<file path="config.mk">
export PLATFORM = sky130hd
export DESIGN_NAME = sd_writer_flat
export DESIGN_NICKNAME = d
export VERILOG_FILES = /design/src/rtl/sd_writer_if.sv /design/src/rtl/sd_writer.sv /design/src/flat_wrapper.sv
export SDC_FILE = /design/constraint.sdc
export NUM_CORES = 1
export LEC_CHECK = 0
export ABC_AREA = 1
export CORE_ASPECT_RATIO = 1.5
export CORE_UTILIZATION = 47
export DETAILED_ROUTE_END_ITERATION = 16
export DONT_BUFFER_PORTS = 1
export GPL_TIMING_DRIVEN = 0
export SYNTH_ARGS = -nofsm -noshare
export SYNTH_HDL_FRONTEND = slang
export SYNTH_SLANG_ARGS = --single-unit
</file>
<file path="constraint.sdc">
create_clock -name clk -period 5.6 [get_ports clk]
set_clock_uncertainty 0.2 [all_clocks]
set_input_delay 1.12 -clock clk [delete_from_list [all_inputs] [get_ports clk]]
set_output_delay 1.12 -clock clk [all_outputs]
set_load 0.01 [all_outputs]
</file>
<file path="src/rtl/sd_writer_if.sv">
// sd_writer bus bundle: start/length request, block-buffer read port,
// DAT[3:0] pad signals and the completion/status report.
`timescale 1ns/1ps
interface sd_writer_if;
  logic       i_start_writing;
  logic [9:0] i_buf_len;
  logic [9:0] o_buf_addr;
  logic [7:0] i_buf_data;
  logic [3:0] o_sd_data;
  logic       o_sd_oe;
  logic [3:0] i_sd_data;
  logic       o_busy;
  logic       o_done;
  logic [2:0] o_status;
  logic       o_error;

  // Controller side: issues the request, serves the buffer, models the pads.
  modport master (
    output i_start_writing, i_buf_len, i_buf_data, i_sd_data,
    input  o_buf_addr, o_sd_data, o_sd_oe, o_busy, o_done, o_status, o_error
  );

  // Writer side.
  modport slave (
    input  i_start_writing, i_buf_len, i_buf_data, i_sd_data,
    output o_buf_addr, o_sd_data, o_sd_oe, o_busy, o_done, o_status, o_error
  );
endinterface

</file>
<file path="src/rtl/sd_writer.sv">
// SD 4-bit DAT transmit engine: start bit, nibble stream (high nibble first),
// per-line CRC16-CCITT, end bit, then CRC-status token and busy wait on DAT0.
`timescale 1ns/1ps
module sd_writer #(
  parameter int STAT_TIMEOUT = 64,
  parameter int BUSY_TIMEOUT = 65535
) (
  input logic        clk,
  input logic        rst,
  sd_writer_if.slave bus
);
  // One shared counter covers the data phase (2*len <= 2046) and both timeouts.
  localparam int TW = $clog2((BUSY_TIMEOUT > STAT_TIMEOUT) ? BUSY_TIMEOUT + 1 : STAT_TIMEOUT + 1);
  localparam int CW = (TW > 11) ? TW : 11;
  // Timeouts compare two short of the limit because the completion pulse is
  // registered out of DONE, so o_done lands exactly at the limit.
  localparam logic [CW-1:0] STAT_LAST = CW'(STAT_TIMEOUT - 2);
  localparam logic [CW-1:0] BUSY_LAST = CW'(BUSY_TIMEOUT - 2);
  localparam logic [15:0]   POLY      = 16'h1021;

  typedef enum logic [3:0] {
    S_IDLE, S_PRE, S_START, S_DATA, S_CRC, S_END,
    S_TURN, S_WAIT_STAT, S_STAT, S_BUSY, S_DONE
  } state_t;

  state_t        state_reg, state_next;
  logic [CW-1:0] cnt_reg, cnt_next;
  logic [9:0]    len_reg, len_next;
  logic [9:0]    addr_reg, addr_next;
  logic [7:0]    byte_reg, byte_next;
  logic [2:0]    status_reg, status_next;
  logic          err_reg, err_next;
  logic          done_reg;
  logic          crc_clr, crc_upd, crc_shift;
  logic          oe;
  logic [3:0]    sd_out;
  logic [3:0]    nib;
  logic [3:0]    crc_msb;
  logic [CW-1:0] data_last;
  logic          dat0;
  logic          unused_dat;

  assign dat0       = bus.i_sd_data[0];
  assign unused_dat = ^bus.i_sd_data[3:1];
  assign nib        = cnt_reg[0] ? byte_reg[3:0] : byte_reg[7:4];
  assign data_last  = CW'({len_reg, 1'b0}) - CW'(1);

  // One CRC16 per DAT line; fed only with the data-phase bits of its line,
  // then shifted out MSB first during the CRC phase.
  for (genvar gi = 0; gi < 4; gi++) begin : g_lane
    logic [15:0] crc_reg;

    // Per-line CRC register: clear on start, update in DATA, shift in CRC.
    always_ff @(posedge clk or posedge rst) begin
      if (rst)
        crc_reg <= '0;
      else if (crc_clr)
        crc_reg <= '0;
      else if (crc_upd)
        crc_reg <= {crc_reg[14:0], 1'b0} ^ ({16{nib[gi] ^ crc_reg[15]}} & POLY);
      else if (crc_shift)
        crc_reg <= {crc_reg[14:0], 1'b0};
    end

    assign crc_msb[gi] = crc_reg[15];
  end

  // State and datapath registers; reset drops the bus via state IDLE.
  always_ff @(posedge clk or posedge rst) begin
    if (rst) begin
      state_reg  <= S_IDLE;
      cnt_reg    <= '0;
      len_reg    <= '0;
      addr_reg   <= '0;
      byte_reg   <= '0;
      status_reg <= '0;
      err_reg    <= 1'b0;
      done_reg   <= 1'b0;
    end else begin
      state_reg  <= state_next;
      cnt_reg    <= cnt_next;
      len_reg    <= len_next;
      addr_reg   <= addr_next;
      byte_reg   <= byte_next;
      status_reg <= status_next;
      err_reg    <= err_next;
      done_reg   <= (state_reg == S_DONE);
    end
  end

  // Next-state, datapath updates and DAT drive for each phase.
  always_comb begin
    state_next  = state_reg;
    cnt_next    = cnt_reg;
    len_next    = len_reg;
    addr_next   = addr_reg;
    byte_next   = byte_reg;
    status_next = status_reg;
    err_next    = err_reg;
    crc_clr     = 1'b0;
    crc_upd     = 1'b0;
    crc_shift   = 1'b0;
    oe          = 1'b0;
    sd_out      = 4'hF;
    unique case (state_reg)
      S_IDLE: begin
        if (bus.i_start_writing) begin
          status_next = '0;
          cnt_next    = '0;
          if (bus.i_buf_len == 10'd0) begin
            err_next   = 1'b1;
            state_next = S_DONE;
          end else begin
            err_next   = 1'b0;
            len_next   = bus.i_buf_len;
            addr_next  = '0;
            crc_clr    = 1'b1;
            state_next = S_PRE;
          end
        end
      end
      S_PRE: begin
        oe         = 1'b1;
        state_next = S_START;
      end
      S_START: begin
        oe         = 1'b1;
        sd_out     = 4'h0;
        byte_next  = bus.i_buf_data;
        addr_next  = addr_reg + 10'd1;
        cnt_next   = '0;
        state_next = S_DATA;
      end
      S_DATA: begin
        oe      = 1'b1;
        sd_out  = nib;
        crc_upd = 1'b1;
        // Low nibble going out: the next byte has just arrived from the buffer.
        if (cnt_reg[0]) begin
          byte_next = bus.i_buf_data;
          addr_next = addr_reg + 10'd1;
        end
        if (cnt_reg == data_last) begin
          cnt_next   = '0;
          state_next = S_CRC;
        end else begin
          cnt_next = cnt_reg + CW'(1);
        end
      end
      S_CRC: begin
        oe        = 1'b1;
        sd_out    = crc_msb;
        crc_shift = 1'b1;
        if (cnt_reg == CW'(15)) begin
          cnt_next   = '0;
          state_next = S_END;
        end else begin
          cnt_next = cnt_reg + CW'(1);
        end
      end
      S_END: begin
        oe         = 1'b1;
        cnt_next   = '0;
        state_next = S_TURN;
      end
      S_TURN: begin
        if (cnt_reg[0]) begin
          cnt_next   = '0;
          state_next = S_WAIT_STAT;
        end else begin
          cnt_next = cnt_reg + CW'(1);
        end
      end
      S_WAIT_STAT: begin
        if (!dat0) begin
          cnt_next   = '0;
          state_next = S_STAT;
        end else if (cnt_reg == STAT_LAST) begin
          err_next   = 1'b1;
          state_next = S_DONE;
        end else begin
          cnt_next = cnt_reg + CW'(1);
        end
      end
      S_STAT: begin
        // Three status bits MSB first, then the end bit on the fourth cycle.
        if (cnt_reg == CW'(3)) begin
          if (!dat0 || status_reg != 3'b010)
            err_next = 1'b1;
          cnt_next   = '0;
          state_next = S_BUSY;
        end else begin
          status_next = {status_reg[1:0], dat0};
          cnt_next    = cnt_reg + CW'(1);
        end
      end
      S_BUSY: begin
        if (dat0) begin
          state_next = S_DONE;
        end else if (cnt_reg == BUSY_LAST) begin
          err_next   = 1'b1;
          state_next = S_DONE;
        end else begin
          cnt_next = cnt_reg + CW'(1);
        end
      end
      S_DONE: begin
        state_next = S_IDLE;
      end
      default: begin
        state_next = S_IDLE;
      end
    endcase
  end

  assign bus.o_sd_oe    = oe;
  assign bus.o_sd_data  = sd_out;
  assign bus.o_buf_addr = addr_reg;
  assign bus.o_busy     = (state_reg != S_IDLE);
  assign bus.o_done     = done_reg;
  assign bus.o_status   = status_reg;
  assign bus.o_error    = err_reg;
endmodule
</file>
<file path="src/flat_wrapper.sv">
// flat-port wrapper written by rule: the top's interface ports become plain ports
module sd_writer_flat 
#(
  parameter int STAT_TIMEOUT = 64,
  parameter int BUSY_TIMEOUT = 65535
)
  (clk, rst, bus_i_start_writing, bus_i_buf_len, bus_i_buf_data, bus_i_sd_data, bus_o_buf_addr, bus_o_sd_data, bus_o_sd_oe, bus_o_busy, bus_o_done, bus_o_status, bus_o_error);
  sd_writer_if bus_i ();
  input logic clk;
  input logic rst;
  input wire logic [$bits(bus_i.i_start_writing)-1:0] bus_i_start_writing;
  input wire logic [$bits(bus_i.i_buf_len)-1:0] bus_i_buf_len;
  input wire logic [$bits(bus_i.i_buf_data)-1:0] bus_i_buf_data;
  input wire logic [$bits(bus_i.i_sd_data)-1:0] bus_i_sd_data;
  output wire logic [$bits(bus_i.o_buf_addr)-1:0] bus_o_buf_addr;
  output wire logic [$bits(bus_i.o_sd_data)-1:0] bus_o_sd_data;
  output wire logic [$bits(bus_i.o_sd_oe)-1:0] bus_o_sd_oe;
  output wire logic [$bits(bus_i.o_busy)-1:0] bus_o_busy;
  output wire logic [$bits(bus_i.o_done)-1:0] bus_o_done;
  output wire logic [$bits(bus_i.o_status)-1:0] bus_o_status;
  output wire logic [$bits(bus_i.o_error)-1:0] bus_o_error;
  assign bus_i.i_start_writing = bus_i_start_writing;
  assign bus_i.i_buf_len = bus_i_buf_len;
  assign bus_i.i_buf_data = bus_i_buf_data;
  assign bus_i.i_sd_data = bus_i_sd_data;
  assign bus_o_buf_addr = bus_i.o_buf_addr;
  assign bus_o_sd_data = bus_i.o_sd_data;
  assign bus_o_sd_oe = bus_i.o_sd_oe;
  assign bus_o_busy = bus_i.o_busy;
  assign bus_o_done = bus_i.o_done;
  assign bus_o_status = bus_i.o_status;
  assign bus_o_error = bus_i.o_error;
  sd_writer #(.STAT_TIMEOUT(STAT_TIMEOUT), .BUSY_TIMEOUT(BUSY_TIMEOUT)) u_core (.clk(clk), .rst(rst), .bus(bus_i));
endmodule
</file>
==> qor.txt <==
reg2reg start: u_core.len_reg[0]
ANT nets after route: 0
hold_buf cts: 0
cts bufs inserted: 17
wire per inst: 15.48 µm
final worst slack: 1823 ps
boundary pin count: 46
clock-pin slew on the worst setup and hold paths: 60 ps
Mean Syn Cell Area: 7.771 µm²
relative slew slack: 63.35%
register-to-register setup slack: 2700 ps
IO Port Bufs: 0
Final Wtd Congestion: 0.9203
PostCTS Resize Cnt: 0
cell-internal power: 2.335 mW
period utilization: 67.45%
Critical Path AT: 2460 ps
simple logic cell fraction of the synthesized area: 26.07%
# Max-Cap Violations: 0
Yosys reg bits: 117
Hold Fails Final Rpt: 0
initial antenna violation count: 1
Post-synth EDFFs: 0
Hold Path Class: in -> async
Core Util, Final: 53.96%
first-pass GRT wire length: 26.24 mm
Min Clock Period, post-route: 3777 ps
Root Driver: clkbuf_16
area delta synth->final: 12.67%
Reg-to-Reg End: u_core.cnt_reg[13]
multiplexer share of the synthesized area: 1.280%
clock tree buffer depth: 2
vias in the first global route: 5372
xor/xnor share of the synthesized area: 3.395%
part of the power in registers: 31.1%
Fmax: 0.2647 GHz
row count: 52
Sw Pwr: 1.821 mW
Layout Cells excl Fill: 1026
footprint of the multi-input gates: 0.002798 mm²
part of the Yosys area used for sequential elements: 45.39%
cells on worst reg2reg path: 14
die height: 145.5 µm
worst vdd ir: 334.9 µV
layout cell share with drive strength beyond 1: 11.24%
ys flop type: dfrtp_1
Sequential Area: 0.002928 mm²
number of H-tree levels: 4
DRC errors left: 0
via count: 5437
DR pass1 iterations: 5
Synth Area in Compound Gates: 11.66%
Yosys cell types: 49
initial core utilization: 47.89%
worst slew pin tran: 543.9 ps
Pins Over Slew Limit: 0
Setup CP Type: reg -> out
status: completed
synthesized cell area: 0.006450 mm²
gr ovfl total: 0
initial DRC count: 308
power per cell area: 572.0 mW/mm²
TritonCTS clock tree: built
Sw Share: 43.82%
Gate power share: 43.2%
Syn Nets: 860
final setup vio count: 0
post-CTS setup buffers: 0
die area: 0.01421 mm²
CP Launch Type: flop
synth warn: 0
largest family of logic cells by synthesized area: simple AND/OR/NAND/NOR gates
Die W: 97.65 µm
required time worst endpoint: 4280 ps
clock group share of total power: 25.7%
most common cell after layout, fill and taps aside: nand2_1
DRT Wirelength: 15.88 mm
P_leak: 3.621 nW
dpl ws: 2232 ps
Cells after Synth: 830
max reg flops: 64
crit path capture type: output port
worst skew pair latency: 420 ps
total power: 4.157 mW
Worst Hold Slack: 286.6 ps
core area: 0.01347 mm²
Post-Synth Adder-Cell Area: 0.9699%
DP Wirelength: 11.87 mm
commonest cells after routing, fill and taps aside: 183 x nand2_1, 145 x inv_1, 117 x dfrtp_1, 71 x nand3_1, 53 x nor2_1
gr usage total: 23.56%
DR vias/cell: 5.299
Async S/R FF share, synth: 100.0%
RSZ-0062 raised after global routing: no
largest net degree at the start of global routing: 101
Net count, final: 880
# clock sinks: 117
crit path max fanout: 10
Placed Cells: 993
# fillers: 1264
[routing by layer]
layer | global-route usage (%) | wire (µm) | part of all wire (%) | vias to the layer above
li1 | - | - | - | 2713
met1 | 25.75 | 6347 | 40 | 2588
met2 | 43.65 | 8526 | 54 | 104
met3 | 4.419 | 536 | 3.4 | 32
met4 | 10.68 | 473 | 3.0 | 0
met5 | 0 | 0 | 0 | -
[cells in the mapped netlist, types with 6 or more instances]
library cell,instances,area [µm²]
nand2_1,183,686.9
nand4_1,10,62.56
buf_2,14,70.07
o21a_1,6,45.04
o21ai_0,47,235.2
inv_1,146,548.0
dfrtp_1,117,2928
o22ai_1,44,275.3
a21oi_1,9,45.04
nor2_2,9,56.30
xor2_1,20,175.2
clkbuf_1,7,26.28
inv_2,11,41.29
nor2_1,53,198.9
nand3_1,71,355.3
nor3_1,19,95.09
[worst max-delay path, stage by stage (launching register included)]
cell      delay, ps
dfrtp_1         480
nand2_2         130
inv_2            60
nand2_1         110
inv_1           150
nor2_2          320
clkbuf_1        390
nand2_1         200
nand3_1         190
[area by class of cell]
class                           instances  share of cell area (%)
Clock buffer                           18                   6.043
Antenna cell                            1                 0.03444
Sequential cell                       117                   40.29
Inverter                              160                   8.402
Multi-Input combinational cell        530                   38.50
Buffer                                 23                   1.636
Timing Repair Buffer                    1                  0.3788
Tap cell                              162                   2.789
Clock inverter                         14                   1.928
[worst max path at each step]
stage                        startpoint                        to  slack [ps]  cells past startpoint
floorplan                           rst  u_core.bus.o_buf_addr[0]        1180                      1
global placement                    rst    u_core.bus.o_status[1]         -30                      1
detailed placement  u_core.state_reg[1]          bus_o_sd_data[2]        2230                      8
CTS                 u_core.state_reg[1]          bus_o_sd_data[2]        1790                      8
global route        u_core.state_reg[1]          bus_o_sd_data[3]        1580                      8
finish              u_core.state_reg[1]          bus_o_sd_data[2]        1820                      8
[power groups by stage]
stage / combinational [mW] / sequential [mW] / clock (mW)
after CTS: 1.81 / 1.30 / 1.08
after global routing: 2.02 / 1.33 / 1.12
after detailed placement: 1.80 / 1.31 / 0
after global placement: 1.77 / 1.30 / 0
final: 1.80 / 1.29 / 1.07
after floorplan: 1.39 / 1.26 / 0
[through the flow]
step | cell area (µm²) | TNS, ps
after floorplan | 6450 | 0
after global placement | 6653 | -2674
after detailed placement | 6685 | 0
after CTS | 7264 | 0
after global routing | 7267 | 0
final | 7267 | 0
[cell families after synthesis]
| family | count (synthesis) |
|---|---|
| compound gates | 126 |
| xor+xnor | 25 |
| fa+ha+maj | 5 |
| buf+inv | 183 |
| flops | 117 |
| mux | 6 |
| simple gates | 368 |
(Power assumes the default switching activity.)
